===== config.mk =====
export PLATFORM = sky130hd
export DESIGN_NAME = kbd_char_fifo
export DESIGN_NICKNAME = d
export VERILOG_FILES = /design/src/rtl/kbd_pkg.sv /design/src/rtl/sync_fifo_fwft.sv /design/src/rtl/kbd_char_fifo.sv
export SDC_FILE = /design/constraint.sdc
export NUM_CORES = 1
export LEC_CHECK = 0
export ABC_CLOCK_PERIOD_IN_PS = 3300
export CORE_MARGIN = 2
export CORE_UTILIZATION = 51
export CTS_CLUSTER_SIZE = 28
export DETAILED_ROUTE_END_ITERATION = 10
export PLACE_DENSITY = 0.71
export SLEW_MARGIN = 20
export SYNTH_ARGS = -nofsm -noshare
export SYNTH_HDL_FRONTEND = slang
export SYNTH_SLANG_ARGS = --single-unit

===== constraint.sdc =====
create_clock -name clk -period 3.3 [get_ports clk]
set_input_delay 0.66 -clock clk [delete_from_list [all_inputs] [get_ports clk]]
set_output_delay 0.66 -clock clk [all_outputs]
set_load 0.05 [all_outputs]

===== src/rtl/kbd_pkg.sv =====
// Shared definitions for the keyboard character path.
// Holds the modifier key codes that the filter recognises, the qualifier
// state encoding, and a helper that classifies a code as a modifier.
package kbd_pkg;

   // Modifier codes emitted by the keyboard decoder; these never reach the CPU
   // when filtering is enabled.
   localparam logic [7:0] KBD_SHIFT = 8'h10;
   localparam logic [7:0] KBD_CTRL  = 8'h11;
   localparam logic [7:0] KBD_CAPS  = 8'h14;
   localparam logic [7:0] KBD_NUM   = 8'h90;

   // Keystroke qualifier states.
   typedef enum logic [1:0] {
      IDLE = 2'd0,
      QUAL = 2'd1,
      HELD = 2'd2
   } qual_state_t;

   // True when the code is one of the modifier keys.
   function automatic logic is_modifier(input logic [7:0] code);
      return (code == KBD_SHIFT) || (code == KBD_CTRL) ||
             (code == KBD_CAPS)  || (code == KBD_NUM);
   endfunction

endpackage


===== src/rtl/sync_fifo_fwft.sv =====
// Synchronous first-word-fall-through FIFO, shared by the keyboard and UART paths.
// Ports:
//   clk, rst_n       clock and asynchronous active-low reset
//   wr_en, wr_data   push request and data; dropped when full unless popped the same edge
//   rd_en            pop the head entry; ignored while empty
//   rd_data          head entry, forced to 0 while empty
//   empty, full      occupancy flags
//   count            number of entries held (0..DEPTH)
module sync_fifo_fwft #(
   parameter int WIDTH = 8,
   parameter int DEPTH = 16,
   localparam int AW = (DEPTH > 1) ? $clog2(DEPTH) : 1,
   localparam int CW = $clog2(DEPTH) + 1
) (
   input  logic             clk,
   input  logic             rst_n,
   input  logic             wr_en,
   input  logic [WIDTH-1:0] wr_data,
   input  logic             rd_en,
   output logic [WIDTH-1:0] rd_data,
   output logic             empty,
   output logic             full,
   output logic [CW-1:0]    count
);

   logic [WIDTH-1:0] mem [DEPTH];
   logic [AW-1:0]    wr_ptr;
   logic [AW-1:0]    rd_ptr;
   logic             do_push;
   logic             do_pop;

   assign empty = (count == '0);
   assign full  = (count == CW'(DEPTH));

   // A push into a full FIFO still succeeds when the head leaves on the same edge.
   assign do_pop  = rd_en && !empty;
   assign do_push = wr_en && (!full || do_pop);

   assign rd_data = empty ? '0 : mem[rd_ptr];

   // Pointers wrap naturally because DEPTH is a power of two; count moves
   // by at most one per cycle and is unchanged on a simultaneous push and pop.
   always_ff @(posedge clk or negedge rst_n) begin
      if (!rst_n) begin
         wr_ptr <= '0;
         rd_ptr <= '0;
         count  <= '0;
      end else begin
         if (do_push) begin
            wr_ptr <= wr_ptr + AW'(1);
         end
         if (do_pop) begin
            rd_ptr <= rd_ptr + AW'(1);
         end
         case ({do_push, do_pop})
            2'b10:   count <= count + CW'(1);
            2'b01:   count <= count - CW'(1);
            default: count <= count;
         endcase
      end
   end

   // Storage is not reset; stale contents are hidden by the pointers and the empty gate.
   always_ff @(posedge clk) begin
      if (do_push) begin
         mem[wr_ptr] <= wr_data;
      end
   end

endmodule


===== src/rtl/kbd_char_fifo.sv =====
// Keystroke buffer behind the PS/2 keyboard decoder.
// Qualifies the level key_code into one push per new keystroke, optionally drops
// modifier codes, and buffers characters in a first-word-fall-through FIFO.
// Ports:
//   clk, rst_n        clock and asynchronous active-low reset
//   key_code          level ASCII from the decoder, 0 = no key
//   rd_en             pop head entry
//   rd_data           head entry (0 while empty)
//   empty, full       occupancy flags
//   count             entries held
//   overflow, clr_ovf sticky lost-character flag and its clear
module kbd_char_fifo
   import kbd_pkg::*;
#(
   parameter int DEPTH      = 16,
   parameter int STABLE_CYC = 4,
   parameter int FILTER_MOD = 1,
   localparam int CW = $clog2(DEPTH) + 1
) (
   input  logic          clk,
   input  logic          rst_n,
   input  logic [7:0]    key_code,
   input  logic          rd_en,
   output logic [7:0]    rd_data,
   output logic          empty,
   output logic          full,
   output logic [CW-1:0] count,
   output logic          overflow,
   input  logic          clr_ovf
);

   qual_state_t state, state_nxt;
   logic [7:0]  cand, cand_nxt;
   logic [7:0]  last_code, last_nxt;
   logic [7:0]  cnt, cnt_nxt;
   logic        push_q, push_nxt;
   logic [7:0]  push_data_q, push_data_nxt;
   logic        load_new;
   logic        qualify;
   logic        ovf_event;

   // Qualifier registers; push_q is the single-cycle push event into the FIFO.
   always_ff @(posedge clk or negedge rst_n) begin
      if (!rst_n) begin
         state       <= IDLE;
         cand        <= '0;
         last_code   <= '0;
         cnt         <= '0;
         push_q      <= 1'b0;
         push_data_q <= '0;
      end else begin
         state       <= state_nxt;
         cand        <= cand_nxt;
         last_code   <= last_nxt;
         cnt         <= cnt_nxt;
         push_q      <= push_nxt;
         push_data_q <= push_data_nxt;
      end
   end

   // Next-state logic. A code must hold for STABLE_CYC cycles before it is
   // qualified; a qualified code is pushed only if it differs from the last one
   // and is not a filtered modifier. Releasing a held key forgets last_code so
   // the same key pressed again is accepted.
   always_comb begin
      state_nxt     = state;
      cand_nxt      = cand;
      last_nxt      = last_code;
      cnt_nxt       = cnt;
      push_nxt      = 1'b0;
      push_data_nxt = push_data_q;
      load_new      = 1'b0;
      qualify       = 1'b0;

      case (state)
         IDLE: begin
            if (key_code != 8'h00) begin
               load_new = 1'b1;
            end
         end
         QUAL: begin
            if (key_code == cand) begin
               if ((cnt + 8'd1) == 8'(STABLE_CYC)) begin
                  qualify = 1'b1;
               end else begin
                  cnt_nxt = cnt + 8'd1;
               end
            end else if (key_code == 8'h00) begin
               state_nxt = IDLE;
            end else begin
               load_new = 1'b1;
            end
         end
         HELD: begin
            if (key_code == last_code) begin
               state_nxt = HELD;
            end else if (key_code == 8'h00) begin
               state_nxt = IDLE;
               last_nxt  = 8'h00;
            end else begin
               load_new = 1'b1;
            end
         end
         default: begin
            state_nxt = IDLE;
         end
      endcase

      if (load_new) begin
         state_nxt = QUAL;
         cand_nxt  = key_code;
         cnt_nxt   = 8'd1;
         if (STABLE_CYC == 1) begin
            qualify = 1'b1;
         end
      end

      if (qualify) begin
         state_nxt = HELD;
         cnt_nxt   = 8'(STABLE_CYC);
         last_nxt  = cand_nxt;
         if ((cand_nxt != last_code) && !((FILTER_MOD != 0) && is_modifier(cand_nxt))) begin
            push_nxt      = 1'b1;
            push_data_nxt = cand_nxt;
         end
      end
   end

   // A push is lost only when the FIFO is full and nothing leaves on the same edge.
   assign ovf_event = push_q && full && !rd_en;

   // Sticky overflow; a new loss outranks a simultaneous clear.
   always_ff @(posedge clk or negedge rst_n) begin
      if (!rst_n) begin
         overflow <= 1'b0;
      end else if (ovf_event) begin
         overflow <= 1'b1;
      end else if (clr_ovf) begin
         overflow <= 1'b0;
      end
   end

   sync_fifo_fwft #(
      .WIDTH (8),
      .DEPTH (DEPTH)
   ) u_fifo (
      .clk     (clk),
      .rst_n   (rst_n),
      .wr_en   (push_q),
      .wr_data (push_data_q),
      .rd_en   (rd_en),
      .rd_data (rd_data),
      .empty   (empty),
      .full    (full),
      .count   (count)
   );

endmodule


==> After elaboration in Yosys (flattened, before gate mapping) <==
Memories as Yosys holds them, arrays and structs flattened.
Index checks and enable logic that the tools add are counted.
{ "word_totals": {"register_bits": 49, "latch_bits": 0, "ramBits": 128, "romBits": 0, "input_bits": 12, "out_inout_bits": 16, "elab_cells": 92, "mem_count": 1} }
{ "classes": {"addsub": 5, "n_mul": 0, "div": 0, "n_lt_le_gt_ge": 0, "eq_ne": 17, "shifts": 0, "mux": 32, "n_bitwise": 0, "reduce_logical": 27} }
{ "memory_table": {"columns": ["memory", "depth", "word_bits", "rd", "rd_ports_with_merged_regs", "wr", "line", "text"], "rows": [
  ["u_fifo.mem", 16, 8, 1, 0, 1, "sync_fifo_fwft.sv:26", "logic [WIDTH-1:0] mem [DEPTH];"]
]} }
{ "ops": {"columns": ["op", "count"], "rows": [
  ["$mux 8", 11],
  ["$eq 8x5->1 const B", 3],
  ["$eq 8x8->1", 2],
  ["$mux 1", 13],
  ["$mux 2", 5],
  ["$pmux 5 s2", 1],
  ["$add 4x1->4 const B", 2],
  ["$add 8x1->8 const B", 1],
  ["$eq 8x3->1 const B", 1],
  ["$eq 8x8->1 const B", 1],
  ["$logic_not 8->1", 1],
  ["$ne 8x8->1", 1],
  ["$reduce_bool 2->1", 4],
  ["$reduce_bool 8->1", 1],
  ["$ne 3x3->1 const B", 2],
  ["$pmux 2 s3", 1],
  ["$reduce_and 3->1", 2],
  ["$reduce_bool 3->1", 2],
  ["$add 5x1->5 const B", 1],
  ["$eq 5x5->1 const B", 1],
  ["$logic_and 1x1->1", 5],
  ["$logic_not 5->1", 1],
  ["$sub 5x1->5 const B", 1],
  ["$eq 2x1->1 const B", 2],
  ["8 further kinds", 16]
]} }

==> Logic depth before layout (Yosys ltp) <==
Gate-level depths: netlist of the first run.
{ "depth": {"depth_word": 13, "depth_mapped": 13, "ltp_nobuf": 13} }

==> Modules after synthesis <==
A second synthesis of the first run with hierarchy kept.
{ "unflattened": {"cells_unflattened": 525, "hier_area_um2": 8015.2} }
{ "modules_own_cells": {"columns": ["module", "instances", "cells_per_inst", "area_per_inst_um2", "seq_area_each_um2"], "rows": [
  ["sync_fifo_fwft", 1, 302, 5878.1, 4169.0],
  ["kbd_char_fifo", 1, 223, 2137.0, 900.9]
]} }

==> Worst setup path after synthesis of the first run <==
Ideal clock, no wire load.
{ "synth_timing": {"path_kind": "reg2out", "startpoint": "register u_fifo.count[1]", "endpoint": "output port rd_data[0]", "arrival_time_ns": 2.676, "t_required_ns": 2.640, "slack_ns": -0.036, "stages_incl_launch_ff": 4, "n_path_buf": 0, "cell_sequence": "dfrtp_1 or4_1 nor2_1 nor2b_1"} }
{ "synth_via": {"elab_chain_len": 2} }
{ "synth_rtl": {"columns": ["item", "line", "text"], "rows": [
  ["start, declared", "sync_fifo_fwft.sv:23", "output logic [CW-1:0] count"],
  ["start signal, assigned", "sync_fifo_fwft.sv:56", "2'b10: count <= count + CW'(1);"],
  ["start signal, assigned", "sync_fifo_fwft.sv:57", "2'b01: count <= count - CW'(1);"],
  ["start signal, assigned", "sync_fifo_fwft.sv:58", "default: count <= count;"],
  ["$logic_not 5->1", "sync_fifo_fwft.sv:32", "assign empty = (count == '0);"],
  ["net empty", "kbd_char_fifo.sv:25", "output logic empty,"],
  ["$mux 8", "sync_fifo_fwft.sv:39", "assign rd_data = empty ? '0 : mem[rd_ptr];"],
  ["end, declared", "kbd_char_fifo.sv:24", "output logic [7:0] rd_data,"]
]} }
The timed path passes the listed nets, and every way through them passes these cells.

==> Worst setup path after layout of the first run <==
{ "layout_timing": {"startpoint": "register u_fifo.rd_ptr[0]", "endpoint": "output port rd_data[1]"} }
{ "layout_via": {"elab_chain_len": 2} }
{ "layout_rtl": {"columns": ["item", "line", "text"], "rows": [
  ["start, declared", "sync_fifo_fwft.sv:28", "logic [AW-1:0] rd_ptr;"],
  ["start signal, assigned", "sync_fifo_fwft.sv:53", "rd_ptr <= rd_ptr + AW'(1);"],
  ["$mem_v2 16x8", null, null],
  ["$mux 8", "sync_fifo_fwft.sv:39", null]
]} }
Every way passes these cells.

==> results.md, run 1 <==
* R2r worst-path depth at 12
* Final wirelength at 14400 um
* FF+latch area at 0.00507 mm^2
* Root buf cell: clkbuf_16
* MaxCap Viol Count at 0
* Final setup margin at 0.124 ns
* Fin Clk Skew at 0.0101 ns
* Die footprint at 0.0164 mm^2
* Multi-input logic area at 0.00261 mm^2
* Leakage at 2.93 nW
* Worst Setup End Kind: primary output
* Sequential share of power at 46.3%
* Switch Pwr at 1.51 mW
* Max VDD drop at 0.505 mV
* Fmax at 0.315 GHz
* Startpoint types: flop
* Post-synth cell types at 57
* EDFF count, synth at 128
* Grt ovf at 0
* Sequential share of the synthesized area at 64.7%
* Final worst-path cycle share at 96.2%
* Pre-antenna DRT Iters at 6
* Switching share of total power at 27.5%
* Ant. Diodes at 0
* Vias per cell at 5.78
* Cell Area, Synth at 0.00784 mm^2
* Maximum fanout along the worst path at 35
* IO Pins at 28
* IO buf count at 27
* GPL Wtd Cong at 0.889
* Synthesized Nets at 512
* Sum Neg Setup Slack at 0 ns
* Cts bufs inserted at 17
* Area delta synth->final at 15.7%
* Pre-CTS setup slack at -0.250 ns
* Required @ worst endpoint at 2.64 ns
* Async SR Flop Fraction at 27.7%
* Gr usage total at 19.0%
* Largest net degree at the start of global routing at 36
* H-tree Lvls at 4
* Warning count from the yosys run at 0
* Post-route DRC at 0
* Vias at 4298
* Sink Count at 177
* Clock share of power at 35.3%
* Synthesized flop and latch total at 177
* Cell Rows at 45
* Resized Gates After CTS at 0
* Initial antenna violation count at 0
* Core area at 0.0151 mm^2
* Status: complete, no violations
* First-pass GRT wire length at 23200 um
* Die Width at 128 um
* Tmin final at 3.18 ns
* Actual slew at the worst max-slew pin at 0.827 ns
* Min Hold Slack at 0.245 ns
* RSZ-0062 raised after global routing: no
* CTS tree: done
* Worst skew pair latency at 0.42 ns
* Clock Path Buffers at 2
* # setup viols final at 0
* Clock-pin slew on the worst setup and hold paths at 0.06 ns
* P per Cell Area at 608 mW/mm^2
* Worst relative slew slack at 44.6%
* Post-synth top flop: edfxtp_1
* Layout cells sized above 1 at 24.5%
* Combinational share of power at 18.4%
* Dpl hpwl at 9880 um
* Initial core utilization at 51.9%
* Initial DRC count at 383
* Fin. Hold Viols at 0
* Slew Limit Fails at 0
* Vias in the first global route at 4319
* WP data arrival at 2.52 ns
* Die Height at 128 um
* Critical path type: reg -> out
* Synth Area per Inst at 16.2 um^2
* Syn Inst Count at 485
* Hold_buf cts at 0
* DR WL/cell at 19.3 um
* ANT nets after route at 0
* Int Pwr at 4.00 mW
* Hold Path Class: in -> async
* Post-CTS setup buffers at 0
* Final #Nets at 570
* # fillers at 1122
power by group through the flow:
| stage | sequential (mW) | clock [mW] | combinational (mW) |
|---|---|---|---|
| floorplan | 2.63 | 0 | 0.684 |
| global placement | 2.59 | 0 | 1.01 |
| detailed placement | 2.60 | 0 | 1.03 |
| CTS | 2.55 | 1.99 | 1.04 |
| global route | 2.57 | 2.09 | 1.10 |
| finish | 2.55 | 1.95 | 1.02 |
final cells by class:
type                       count  area share, %
sequential                   177           55.9
clock inverter                15           1.74
clock buffer                  17           4.69
inverter                      19          0.786
tap                          188           2.59
timing repair buffer          57           5.57
multi-input combinational    271           28.7
through the flow:
step / instance area, um^2 / power, mW / util (%) / instances
finish: 9070 / 5.52 / 60.1 / 744
global route: 9070 / 5.76 / 60.1 / 744
CTS: 9070 / 5.58 / 60.1 / 744
detailed placement: 8490 / 3.63 / 56.3 / 712
global placement: 8490 / 3.61 / 56.3 / 712
floorplan: 7840 / 3.31 / - / 485
registers in the layout, indices dropped and copies added (netlist names):
signal         cells
push_data_q        8
overflow           1
last_code          8
u_fifo.rd_ptr      4
cand               8
u_fifo.wr_ptr      4
u_fifo.mem       128
push_q             1
cnt                8
u_fifo.count       5
state              2
cell usage after synthesis (2+ instances only):
master	count	share of area, %
edfxtp_1	128	49
dfrtp_1	49	16
mux4_2	40	11
nand2_1	24	1.1
xnor2_1	22	2.5
a21oi_1	18	1.1
inv_1	18	0.86
nor2_1	18	0.86
and2_1	16	1.3
ha_1	14	2.2
nor2b_1	13	1.0
mux2_4	12	2.3
o21ai_0	11	0.70
clkbuf_1	10	0.48
a22o_1	8	0.89
nor4_1	6	0.48
nor3b_1	5	0.48
xor2_1	5	0.56
a31oi_1	4	0.32
nand3_1	4	0.26
nand4_1	4	0.32
and3_1	3	0.24
buf_1	3	0.14
buf_2	3	0.19
nand2b_1	3	0.24
o21ai_1	3	0.19
o22ai_1	3	0.24
or4_1	3	0.29
a2bb2oi_1	2	0.22
mux2_2	2	0.29
mux2i_1	2	0.26
nor3_1	2	0.13
or3_1	2	0.16
or3b_1	2	0.22
routing by layer:
| metal | up-vias | wire [um] | track usage (%) |
|---|---|---|---|
| li1 | 1986 | - | - |
| met1 | 2184 | 6290 | 25.5 |
| met2 | 118 | 7400 | 30.9 |
| met3 | 10 | 554 | 4.47 |
| met4 | 0 | 125 | 6.59 |
| met5 | - | 0 | 0 |
worst max-delay path, cell delays in order, from the launching register on:
cell and delay (ns):
dfrtp_2 0.37, buf_12 0.26, mux4_2 0.56, mux4_2 0.50, nor2b_1 0.15, buf_4 0.21
worst paths after layout:
| check | start | endpoint | slack (ns) |
|---|---|---|---|
| worst max-delay path | u_fifo.rd_ptr[0] | rd_data[1] | 0.12 |
| worst min-delay path | rst_n | u_fifo.count[1] | 0.25 |
| worst max register to register | u_fifo.count[1] | u_fifo.count[4] | 0.38 |
| worst min register to register | overflow | overflow | 0.52 |
| max in group asynchronous | rst_n | push_data_q[0] | 2.31 |
| min in group clk | overflow | overflow | 0.52 |
cell families (layout without fill, tap and decap cells):
family          count (synthesis)  in the layout  share of synthesized area (%)
simple gates                  109            109                           7.61
compound gates                 61             61                           5.27
buf+inv                        37            108                           2.12
fa+ha+maj                      16             16                           2.62
xor+xnor                       28             28                           3.22
flops                         177            177                           64.7
mux                            57             57                           14.5
placed cells by master (no fill, tap or decap), types with 16 or more instances in the layout:
cell type        synthesis  layout
clkdlybuf4s50_1          0      17
dfrtp_1                 49      48
mux4_2                  40      40
inv_1                   18      18
xnor2_1                 22      22
clkbuf_16                0      17
and2_1                  16      16
nor2_1                  18      17
edfxtp_1               128     128
buf_4                    0      36
nand2_1                 24      24
a21oi_1                 18      18
Power figures use the tool's default switching activity.
==> run 2: changes to the inputs <==
- CAP_MARGIN: default -> 10
==> results of run 2 <==
Same layout as run 1: the final DEF is identical, and so are final timing and power.
